==> config.mk <==
export PLATFORM = sky130hd
export DESIGN_NAME = l2_request_arbiter
export DESIGN_NICKNAME = d
export VERILOG_FILES = /design/src/rtl/l2_request_arbiter_pkg.sv /design/src/rtl/l2_request_arbiter_sat_counter.sv /design/src/rtl/l2_request_arbiter.sv
export SDC_FILE = /design/constraint.sdc
export NUM_CORES = 1
export LEC_CHECK = 0
export BUFFER_PORTS_ARGS = -buffer_cell sky130_fd_sc_hd__buf_2
export CAP_MARGIN = 20
export CORE_AREA = 5 5 279 281
export DETAILED_ROUTE_END_ITERATION = 6
export DIE_AREA = 0 0 284 286
export GPL_TIMING_DRIVEN = 0
export PLACE_DENSITY_LB_ADDON = 0.15
export SLEW_MARGIN = 20
export SYNTH_ARGS = -nofsm -noshare
export SYNTH_HDL_FRONTEND = slang
export SYNTH_SLANG_ARGS = --single-unit
==> constraint.sdc <==
create_clock -name clk -period 2.2 [get_ports clk]
set_clock_uncertainty 0.05 [all_clocks]
set_input_delay 0.22 -clock clk [delete_from_list [all_inputs] [get_ports clk]]
set_output_delay 0.22 -clock clk [all_outputs]
set_load 0.05 [all_outputs]
==> src/rtl/l2_request_arbiter_pkg.sv <==
// Shared types for the L2 request arbiter: LC-3b word/line types, FSM states, grant side.
package l2_request_arbiter_pkg;

    localparam int unsigned LC3B_WORD_W = 16;
    localparam int unsigned LC3B_LINE_W = 128;

    typedef logic [LC3B_WORD_W-1:0] lc3b_word;
    typedef logic [LC3B_LINE_W-1:0] lc3b_cline;

    typedef enum logic [1:0] {
        IDLE    = 2'd0,
        SERVE_I = 2'd1,
        SERVE_D = 2'd2
    } arb_state_t;

    typedef enum logic {
        GRANT_I = 1'b0,
        GRANT_D = 1'b1
    } grant_t;

    // Round-robin pick: on a tie the side that did not win last time goes next.
    function automatic grant_t pick_grant(input logic i_req, input logic d_req, input grant_t last);
        if (i_req && d_req) begin
            return (last == GRANT_D) ? GRANT_I : GRANT_D;
        end
        return i_req ? GRANT_I : GRANT_D;
    endfunction

endpackage

==> src/rtl/l2_request_arbiter_sat_counter.sv <==
// Saturating up-counter with synchronous clear (clear has priority over increment).
module sat_counter #(
    parameter int unsigned WIDTH = 16
) (
    input  logic             clk,
    input  logic             reset_n,
    input  logic             inc,
    input  logic             clr,
    output logic [WIDTH-1:0] count
);

    logic [WIDTH-1:0] r_count;

    always_ff @(posedge clk or negedge reset_n) begin
        if (!reset_n) begin
            r_count <= '0;
        end else if (clr) begin
            r_count <= '0;
        end else if (inc && (r_count != {WIDTH{1'b1}})) begin
            r_count <= r_count + WIDTH'(1);
        end
    end

    assign count = r_count;

endmodule

==> src/rtl/l2_request_arbiter.sv <==
// Two-requester (I-side / D-side) arbiter onto a single L2 port, round-robin on ties,
// grant held until L2 responds, with saturating per-side completion counters.
module l2_request_arbiter
    import l2_request_arbiter_pkg::*;
#(
    parameter int unsigned LINE_W = 128,
    parameter int unsigned CNT_W  = 16
) (
    input  logic              clk,
    input  logic              reset_n,
    input  logic              i_read,
    input  lc3b_word          i_address,
    output logic [LINE_W-1:0] i_rdata,
    output logic              i_resp,
    input  logic              d_read,
    input  logic              d_write,
    input  lc3b_word          d_address,
    input  logic [LINE_W-1:0] d_wdata,
    output logic [LINE_W-1:0] d_rdata,
    output logic              d_resp,
    output logic              l2_read,
    output logic              l2_write,
    output lc3b_word          l2_address,
    output logic [LINE_W-1:0] l2_wdata,
    input  logic [LINE_W-1:0] l2_rdata,
    input  logic              l2_resp,
    input  logic              clr_counters,
    output logic [CNT_W-1:0]  i_grant_cnt,
    output logic [CNT_W-1:0]  d_grant_cnt
);

    arb_state_t        r_state;
    grant_t            r_last;
    lc3b_word          r_addr;
    logic [LINE_W-1:0] r_wdata;
    logic              r_write;

    logic   w_d_req;
    logic   w_busy;
    logic   w_i_inc;
    logic   w_d_inc;
    grant_t w_grant;

    assign w_d_req = d_read | d_write;
    assign w_grant = pick_grant(i_read, w_d_req, r_last);

    // Grant is taken only from IDLE, so every transaction is followed by one IDLE cycle.
    always_ff @(posedge clk or negedge reset_n) begin
        if (!reset_n) begin
            r_state <= IDLE;
            r_last  <= GRANT_D;
            r_addr  <= '0;
            r_wdata <= '0;
            r_write <= 1'b0;
        end else begin
            case (r_state)
                IDLE: begin
                    if (i_read || w_d_req) begin
                        r_last <= w_grant;
                        if (w_grant == GRANT_I) begin
                            r_state <= SERVE_I;
                            r_addr  <= i_address;
                            r_wdata <= '0;
                            r_write <= 1'b0;
                        end else begin
                            // Read+write together is illegal; the write wins.
                            r_state <= SERVE_D;
                            r_addr  <= d_address;
                            r_wdata <= d_wdata;
                            r_write <= d_write;
                        end
                    end
                end
                SERVE_I, SERVE_D: begin
                    if (l2_resp) begin
                        r_state <= IDLE;
                    end
                end
                default: r_state <= IDLE;
            endcase
        end
    end

    // L2 command is a pure decode of registered state; it cannot be aborted by the requester.
    assign w_busy     = (r_state != IDLE);
    assign l2_read    = w_busy & ~r_write;
    assign l2_write   = w_busy & r_write;
    assign l2_address = r_addr;
    assign l2_wdata   = r_wdata;

    assign w_i_inc = (r_state == SERVE_I) & l2_resp;
    assign w_d_inc = (r_state == SERVE_D) & l2_resp;

    assign i_resp  = w_i_inc;
    assign d_resp  = w_d_inc;
    assign i_rdata = l2_rdata;
    assign d_rdata = l2_rdata;

    sat_counter #(.WIDTH(CNT_W)) u_i_cnt (
        .clk     (clk),
        .reset_n (reset_n),
        .inc     (w_i_inc),
        .clr     (clr_counters),
        .count   (i_grant_cnt)
    );

    sat_counter #(.WIDTH(CNT_W)) u_d_cnt (
        .clk     (clk),
        .reset_n (reset_n),
        .inc     (w_d_inc),
        .clr     (clr_counters),
        .count   (d_grant_cnt)
    );

endmodule

After elaboration in Yosys (flattened, before gate mapping):

Cells that the tools add are included.

* add/subtract/negate cells: 2
* eq/ne operators: 6
* mux-type cells: 16
* bitwise operators: 6
* reduce and logical (&&, ||, !) cells: 11

Operators with widths (count)
* 128-bit two-way mux: 1
* 16-bit two-way mux: 5
* 16-bit by 1-bit adder with 16-bit output (second input constant): 2
* 16-bit inequality test (second input constant): 2
* 1-bit two-way mux: 6
* 2-bit two-way mux: 3
* 2-bit nonzero test: 3
* 1-bit AND: 4
* 2-bit inequality test (second input constant): 2
* 2-bit case mux with 2 select lines: 1
* 2-bit AND reduction: 2
* 1-bit logical AND: 3
* 2-bit by 1-bit equality test with 1-bit output (second input constant): 1
* 2-bit equality test (second input constant): 1
* 2-bit logical NOT: 1
* 2-bit OR reduction: 1
* 1-bit logical OR: 1
* 1-bit NOT: 1
* 1-bit bitwise OR: 1

* register bits: 180
* bits of input ports: 295
* output and inout port bits: 436
* logic and storage cells: 48

Longest topological paths before layout:

Gate-level depths: netlist of the first run.

* depth in word-level cells: 7
* gate-level depth with buffers: 8
* mapped depth without buffers: 7

Modules after synthesis:

A second synthesis of the first run with hierarchy kept.

* cell total of the unflattened synthesis: 853
* area, all modules: 9394.0 um2

Modules (own cells, without submodules)
* l2_request_arbiter: times used 1, cells each 657, area an instance 7509.7 um2, sequential area each 3704.8 um2
* sat_counter: times used 2, cells each 98, area an instance 942.2 um2, sequential area each 400.4 um2

Least setup slack after synthesis of the first run:

OpenSTA, ideal clock, no wires.

* path type: register to register
* start point: register u_d_cnt.r_count[0] (netlist: u_d_cnt.count[0])
* end point: register u_d_cnt.r_count[12] (netlist: u_d_cnt.count[12])
* setup time: 0.078 ns
* arrival: 2.118 ns
* required time: 2.072 ns
* setup slack: -0.046 ns
* stages on the path, launching flop included: 6
* path buffers: 0
* period minus slack after synthesis: 2.246 ns
* cell sequence: dfrtp_1 > ha_1 > nand4_1 > or4_1 > or3_1 > a21oi_1

* cells in the longest elaborated chain, start to end: 3
* elaborated cells between the ends (all ways): 6
* classes of those cells: 1 x add/sub; 1 x eq/ne; 2 x mux; 2 x reduce/logical

Ends and longest elaborated chain
* from (decl): line l2_request_arbiter_sat_counter.sv:12 `logic [WIDTH-1:0] r_count;`
* from (signal assigned): line l2_request_arbiter_sat_counter.sv:20 `r_count <= r_count + WIDTH'(1);`
* 16-bit by 1-bit adder with 16-bit output / 16-bit inequality test (equally long branches): line l2_request_arbiter_sat_counter.sv:20, l2_request_arbiter_sat_counter.sv:19
* 16-bit two-way mux / 1-bit logical AND (equally long branches): line l2_request_arbiter_sat_counter.sv:19 `end else if (inc && (r_count != {WIDTH{1'b1}})) begin`
* 16-bit two-way mux / 2-bit nonzero test (equally long branches)

Parallel ways exist; a longest one is shown, timed or not. The select of a mux whose other input is x is not followed.
A chain may end at the register's enable or synchronous reset.

Final worst setup path of the first run:

* start point: register r_state[0]
* end point: register u_d_cnt.r_count[13] (netlist: u_d_cnt.count[13])

* cells in the longest elaborated chain, start to end: 4

Ends and longest elaborated chain
* from (decl): line l2_request_arbiter.sv:32 `arb_state_t r_state;`
* from (signal assigned): line l2_request_arbiter.sv:50 `r_state <= IDLE;`
* from (signal assigned): line l2_request_arbiter.sv:61 `r_state <= SERVE_I;`
* from (signal assigned): line l2_request_arbiter.sv:67 `r_state <= SERVE_D;`
* 2-bit equality test: line l2_request_arbiter.sv:92 `assign w_d_inc = (r_state == SERVE_D) & l2_resp;`
* 1-bit AND: line l2_request_arbiter.sv:92
* 1-bit logical AND: line l2_request_arbiter_sat_counter.sv:19
* 2-bit nonzero test (no line)

Every way passes these cells.

==> results.tsv, run 1 <==
stage	metric	value	unit
setup_path	cp_slowest_cell	or4_4	
yosys	synth_cells	846	
status	status	complete, no violations	
yosys	synth_top_area_cell	dfrtp_1	
setup_path	cp_max_fo	10	
global_routing	grt_max_degree	86	
setup_path	reg2regPathDepth	6	
yosys	yosysMostFrequentCell	buf_4	
yosys	synth_top_area_share	48.54	%
place	port_buffers	601	
yosys	yosys_warnings	0	
setup_path	cp_num_buf_inv	1	
run	cap_violations	0	
finish	area_growth	71.86	%
place	placedCellCount	2427	
die	rows	101	
setup_path	startpoint_type	flop	
finish	num-nets-final	1930	
die	start_util	12.27	%
yosys	yosys-top-cells-count	256 x buf_4, 179 x dfrtp_1, 130 x a22o_1	
yosys	synth_top_flop_cell	dfrtp_1	
setup_path	reg2reg_to	u_d_cnt.count[13]	
route	dr.first_iter.drc_count	309	
sta	worstMarginPinSlew	0.6748	ns
setup_path	cp_data_arrival_time	2.53	ns
pwr	finalPower	19.24	mW
sta	drv_slew	0	
setup_path	required	2.55	ns
min_path	hold_end	l2_address[15]	
pwr	power_density	1213	mW/mm2
sta	period_minus_slack	2.180	ns
yosys	synth.top_cells.by_area	dfrtp_1 49%, buf_4 21%, a22o_1 12%, mux2i_1 2.0%, nand2_1 1.5%	
setup_path	criticalPathCategory	reg2reg	
yosys	ys_async_sr_fraction	100.0	%
pwr	p_leak	8.221	nW
setup_path	cp_top_family	simple AND/OR/NAND/NOR gates	
die	die_h	286	um
global_routing	grtUsageTotal	9.660	%
finish	diodes	0	
finish	layoutNonFillerInstCount	2621	
setup_path	rr_startpoint	r_state[0]	
sta	hold_viol	0	
route	drc	0	
place	place_congestion	0.7821	
die	core-area	0.07519	mm2
clock_network	cts_tree	built	
global_routing	grt_antenna_before_repair	3	
pwr	max-vdd-ir-drop	766.7	uV
clock_network	clock-sinks	180	
yosys	ys_ff_latch	180	
place	dp_hpwl	32560	um
setup_path	r2r_slack	0.02	ns
route	ant_nets	0	
finish	drive_gt1_share	57.88	%
yosys	synth_area	0.009228	mm2
clock_network	cts_buffer_depth	2	
sta	whs	0.04398	ns
global_routing	grt_pass1_vias	9796	
sta	rsz0062_at_grt	true	
finish	fillerInstances	8328	
sta	tns	0	ns
global_routing	grt_pass1_wl	60760	um
route	firstDrtPassIters	5	
route	wire_per_inst	15.66	um
setup_path	cp_cell_sequence	inv_1 > ha_2 > nand2_4 > or4_4 > or4_1 > a21oi_1	
sta	slew_headroom	54.64	%
clock_network	clock_latency	0.48	ns
sta	period_share	99.08	%
route	wirelength	41040	um
min_path	hold_class	in2reg	
route	via_per_inst	3.451	
die	die_x	284	um
clock_network	clk_pin_slew	0.09	ns
route	vias	9044	
clock_network	cts_max_level	4	
min_path	hp-start	i_address[15]	
sta	setup_violations	0	
setup_path	critPathCaptureType	flop	
clock_network	cts.root.buffer_cell	clkbuf_16	
yosys	synth_nets	1146	
yosys	syn_area_per_cell	10.91	um2
min_path	hold_depth	3	
clock_network	cts_made_buffers	17	
die	ioPinCount	731	
yosys	synth-seq-area-share	48.83	%
global_routing	grt_overflow	0	
yosys	synth_cell_types	43	
setup_path	cpPeakStageDelay	0.57	ns
die	die_area	0.08122	mm2
sta	fmax	0.4588	GHz
yosys	synth_edf_count	0	
## routing by layer
layer	vias to the layer above	global-route usage, %	routed length, um
met2	409	17.05	20900
met3	40	4.239	3900
met5	-	0	41
met1	4256	10.37	15310
li1	4333	-	-
met4	6	3.206	882
## registers in the layout (all words and copies together), names as in the netlist
name and cells:
u_i_cnt.count 16, u_d_cnt.count 16, l2_wdata 128, r_write 1
l2_address 16, r_last 1, r_state 2
## cells in the final DEF (no fill, tap or decap), drive strengths merged, types with 2 or more instances in the layout
master       synthesis  layout
a211oi               3       3
a21oi               20      20
a22o               130     130
and2                 3       3
and3                 2       2
buf                277     884
clkbuf              20      38
clkinv               0       6
dfrtp              179     179
dlygate4sd3          0     158
ha                   5       5
inv                 12      20
mux2                 6       6
mux2i               18      18
nand2               36      36
nand2b               2       2
nand3               12      12
nand4               10      10
nor2                14      14
nor2b                8       8
nor3                 4       4
nor4                12      12
o21ai               25      25
o311ai               2       2
o31a                 2       2
o31ai               11      11
o41ai                2       2
or2                  5       5
or3                  4       4
or4                 13      13
## how the worst max path moves through the flow
stage,startpoint,end,slack (ns),depth (start not counted)
after floorplan,r_state[1],u_i_cnt.count[9],0.005,7
after global placement,reset_n,u_d_cnt.count[0],-3.14,1
after detailed placement,d_write,l2_address[11],-0.59,8
after CTS,r_state[0],l2_read,-0.001,4
after global routing,r_state[0],u_d_cnt.count[13],-0.1,6
final,r_state[0],u_d_cnt.count[13],0.02,6
## area by class of cell
| class | instances | area, um2 | share of cell area (%) |
|---|---|---|---|
| flip-flops and latches | 180 | 4508 | 28.43 |
| clock inverters | 14 | 177.7 | 1.120 |
| clock buffers | 18 | 429.2 | 2.706 |
| well taps | 978 | 1224 | 7.716 |
| multi-input cells | 357 | 2659 | 16.77 |
| plain buffers | 297 | 2125 | 13.40 |
| repair buffers | 765 | 4692 | 29.59 |
| inverters | 12 | 45.04 | 0.2840 |
## where the power goes
| part | switching (mW) | total (mW) | internal, mW |
|---|---|---|---|
| Combinational | 7.88 | 10.7 | 2.87 |
| Clock | 1.74 | 3.29 | 1.55 |
| Sequential | 0.674 | 5.20 | 4.52 |
| Total | 10.3 | 19.2 | 8.94 |
## metrics by stage
stage               util (%)  instance area [um2]  setup WS, ns
floorplan                  -                 9230      0.005494
global placement       17.90                13460        -3.137
detailed placement     17.99                13530       -0.5889
CTS                    21.03                15810    -0.0009714
global route           21.09                15860      -0.09705
finish                 21.09                15860       0.02034
## worst min-delay path, cell delays in order
cell,delay [ns]
buf_2,0.08
mux2i_1,0.07
o21ai_0,0.16
## timing repair
| item | 4_1_cts | 5_1_grt |
|---|---|---|
| hold buffers | 158 | 0 |
| pin swaps | 1 | 2 |
| setup buffers | 2 | 2 |
| cloned | 0 | 0 |
| gates resized for setup | 31 | 9 |
| endpoints found under the hold margin | 323 | 0 |
| setup endpoints to repair | 155 | 141 |
## cells by family (layout without fill, tap and decap cells)
family	Yosys count	in the layout	share of synthesized area (%)
buffers and inverters	309	1106	23.21
DFF	180	180	48.83
AOI/OAI and AO/OA	199	199	16.84
muxes	24	24	2.685
adders and majority gates	5	5	0.6780
and+or+nand+nor	129	129	7.756
Note: power is estimated with default switching activity, not from simulation.
==> run 2, diff against run 1 <==
--- a/config.mk
+++ b/config.mk
@@ -5,11 +5,12 @@
 export SDC_FILE = /design/constraint.sdc
 export NUM_CORES = 1
 export LEC_CHECK = 0
+export ABC_AREA = 1
 export BUFFER_PORTS_ARGS = -buffer_cell sky130_fd_sc_hd__buf_2
 export CAP_MARGIN = 20
-export CORE_AREA = 5 5 279 281
+export CORE_AREA = 5 5 285 287
 export DETAILED_ROUTE_END_ITERATION = 6
-export DIE_AREA = 0 0 284 286
+export DIE_AREA = 0 0 290 292
 export GPL_TIMING_DRIVEN = 0
 export PLACE_DENSITY_LB_ADDON = 0.15
 export SLEW_MARGIN = 20
==> results.tsv, run 2 <==
stage	metric	value	unit	change
status	status	complete, no violations		unchanged
sta	worstMarginPinSlew	0.6857	ns	was 0.6748 ns
pwr	finalPower	20.40	mW	was 19.24 mW
yosys	synth-adder-area-share	0.6139	%	was 0.6780%
die	start_util	13.01	%	was 12.27%
sta	period_share	97.64	%	was 99.08%
sta	setup_violations	0		unchanged
setup_path	critPathCaptureType	flop		unchanged
place	port_buffers	601		unchanged
finish	diodes	0		unchanged
yosys	synth_nets	1547		was 1,146
place	place_area	0.01458	mm2	was 0.01353 mm2
finish	final_core_util	21.48	%	was 21.09%
clock_network	clk_pin_slew	0.08	ns	was 0.09 ns
run	cap_violations	0		unchanged
clock_network	clock_latency	0.48	ns	about the same
die	ioPinCount	731		unchanged
route	dr.first_iter.drc_count	347		was 309
yosys	ys_async_sr_fraction	100.0	%	unchanged
yosys	synth_compound_area_share	8.938	%	was 16.84%
sta	rsz0062_at_grt	true		unchanged
die	core-area	0.07836	mm2	was 0.07519 mm2
sta	fmax	0.4655	GHz	was 0.4588 GHz
sta	slew_headroom	54.04	%	was 54.64%
route	ant_nets	0		unchanged
yosys	synth-seq-area-share	44.21	%	was 48.83%
setup_path	r2r_slack	0.18	ns	was 0.02 ns
setup_path	crit_path_frequent_cell	nor2_1		
clock_network	cts_tree	built		unchanged
die	die_h	292	um	was 286 um
sta	drv_slew	0		unchanged
route	firstDrtPassIters	4		was 5
global_routing	grtUsageTotal	10.52	%	was 9.660%
setup_path	cp_max_fo	10		unchanged
pwr	power_density	1212	mW/mm2	was 1213 mW/mm2
finish	final_cell_mix	625 x buf_2, 259 x buf_4, 187 x inv_1		was 615 x buf_2, 266 x buf_4, 177 x dfrtp_1
setup_path	reg2regPathDepth	5		was 6
min_path	hold_depth	3		unchanged
setup_path	cp_data_arrival_time	2.49	ns	was 2.53 ns
route	vias	10520		was 9,044
place	place_congestion	0.7785		was 0.7821
finish	area_growth	65.14	%	was 71.86%
yosys	synth.mux.area_fraction	0	%	was 2.685%
pwr	max-vdd-ir-drop	648.8	uV	was 766.7 uV
yosys	synth_edf_count	0		unchanged
clock_network	cts_buffer_depth	2		unchanged
place	dp_hpwl	36990	um	was 32,560 um
finish	drive_gt1_share	46.96	%	was 57.88%
route	wire_per_inst	14.98	um	was 15.66 um
setup_path	rr_startpoint	r_last		was r_state[0]
yosys	synth_xor_xnor_area_share	0.8594	%	was 0%
yosys	synth_cell_types	32		was 43
global_routing	grt_pass1_wl	69200	um	was 60,760 um
min_path	hp-start	i_address[14]		was i_address[15]
sta	period_minus_slack	2.148	ns	was 2.180 ns
finish	fin_area	0.01683	mm2	was 0.01586 mm2
setup_path	startpoint_type	input port		was flop
yosys	synth_top_area_share	43.95	%	was 48.54%
yosys	yosysMostFrequentCell	buf_4		unchanged
clock_network	cts_made_buffers	17		unchanged
min_path	hold_class	in2reg		unchanged
yosys	ys_ff_latch	180		unchanged
sta	tns	0	ns	unchanged
finish	final_common_cell	buf_2		unchanged
yosys	syn_area_per_cell	8.172	um2	was 10.91 um2
yosys	synth_top_family_by_area	buffers and inverters		unchanged
setup_path	criticalPathCategory	in2reg		was reg2reg
setup_path	reg2reg_to	l2_address[12]		was u_d_cnt.count[13]
yosys	yosys-top-cells-count	256 x buf_4, 187 x inv_1, 179 x dfrtp_1		was 256 x buf_4, 179 x dfrtp_1, 130 x a22o_1
global_routing	grt_pass1_vias	11250		was 9,796
yosys	synth-simple-area-share	17.03	%	was 7.756%
min_path	hold_end	l2_address[14]		was l2_address[15]
clock_network	cts.root.buffer_cell	clkbuf_16		unchanged
yosys	synth_top_flop_cell	dfrtp_1		unchanged
setup_path	cp_slowest_cell	dlygate4sd3_1		was or4_4
setup_path	cp_cell_sequence	dlygate4sd3_1 > buf_2 > nor2_1 > o21ai_1 > clkinv_1 > clkbuf_1 > nor2_1 > o22ai_1		was inv_1 > ha_2 > nand2_4 > or4_4 > or4_1 > a21oi_1
yosys	synth.top_cells.by_area	dfrtp_1 44%, buf_4 19%, nand3_1 8.2%, o21ai_0 7.3%, inv_1 6.9%		was dfrtp_1 49%, buf_4 21%, a22o_1 12%, mux2i_1 2.0%, nand2_1 1.5%
global_routing	grt_antenna_before_repair	4		was 3
global_routing	grt_overflow	0		unchanged
setup_path	required	2.54	ns	was 2.55 ns
route	wirelength	46280	um	was 41,040 um
die	rows	103		was 101
yosys	synth_area	0.01019	mm2	was 0.009228 mm2
die	die_x	290	um	was 284 um
finish	num-nets-final	2329		was 1,930
finish	largest_register_ff_count	128		unchanged
sta	hold_viol	0		unchanged
sta	whs	0.07527	ns	was 0.04398 ns
global_routing	grt_max_degree	80		was 86
route	via_per_inst	3.403		was 3.451
yosys	synth_top_area_cell	dfrtp_1		unchanged
clock_network	clock-sinks	180		unchanged
die	die_area	0.08468	mm2	was 0.08122 mm2
yosys	synth_cells	1247		was 846
pwr	p_leak	8.955	nW	was 8.221 nW
route	drc	0		unchanged
yosys	yosys_warnings	0		unchanged
setup_path	cpPeakStageDelay	0.55	ns	was 0.57 ns
clock_network	cts_max_level	4		unchanged
## run 2: where the power goes
part	total, mW	switching (mW)	internal (mW)
clock	3.41	1.61	1.80
sequential	5.17	0.611	4.56
combinational	11.8	9.03	2.79
total	20.4	11.2	9.15
## run 2: how the worst max path moves through the flow
stage / cells after the start / endpoint / from
floorplan: 9 / u_i_cnt.count[13] / u_i_cnt.count[1]
global placement: 1 / u_d_cnt.count[14] / reset_n
detailed placement: 6 / l2_wdata[123] / r_state[0]
CTS: 7 / l2_wdata[83] / r_state[0]
global route: 8 / l2_address[12] / d_write
finish: 8 / l2_address[12] / d_write
## run 2: cell type report
class	count	area (um2)
inverters	189	709.4
plain buffers	311	2223
well taps	1050	1314
clock inverters	13	173.9
repair buffers	763	4672
clock buffers	17	425.4
multi-input cells	567	2806
flip-flops and latches	180	4506
fillers	8866	61530
## run 2: worst max-delay path, delay by kind of cell
kind | cells | cell delay, ns
simple gates | 2 | 0.48
compound gates | 2 | 0.31
buf+inv | 4 | 1.47
## run 2: metrics by stage
stage | setup slack [ns] | instances
3_5_place_dp | -0.5596 | 2900
5_1_grt | -0.02246 | 3090
3_3_place_gp | -2.843 | 2898
4_1_cts | 0.007155 | 3090
2_1_floorplan | 0.2500 | 1247
6_report | 0.05195 | 3090
## run 2: cells by family (layout without fill, tap and decap cells)
group | after synthesis | in the layout
AO/OA/AOI/OAI | 176 | 176
XOR/XNOR | 10 | 10
adder cells (fa/ha/maj) | 5 | 5
flip-flops | 180 | 180
AND/OR/NAND/NOR | 376 | 376
buffers and inverters | 500 | 1293
## run 2: per-layer routing
metal	track usage, %	part of all wire (%)	up-vias
li1	-	-	5238
met1	12.25	41	4864
met2	18.56	51	367
met3	3.430	6.8	41
met4	3.007	1.5	6
met5	0	0.089	-
## run 2: timing repair
| item | 4_1_cts | 5_1_grt |
|---|---|---|
| cloned | 0 | 0 |
| endpoints found under the hold margin | 319 | 0 |
| gates resized for setup | 18 | 19 |
| setup endpoints to repair | 149 | 82 |
| hold buffers | 159 | 0 |
| setup buffers | 1 | 0 |
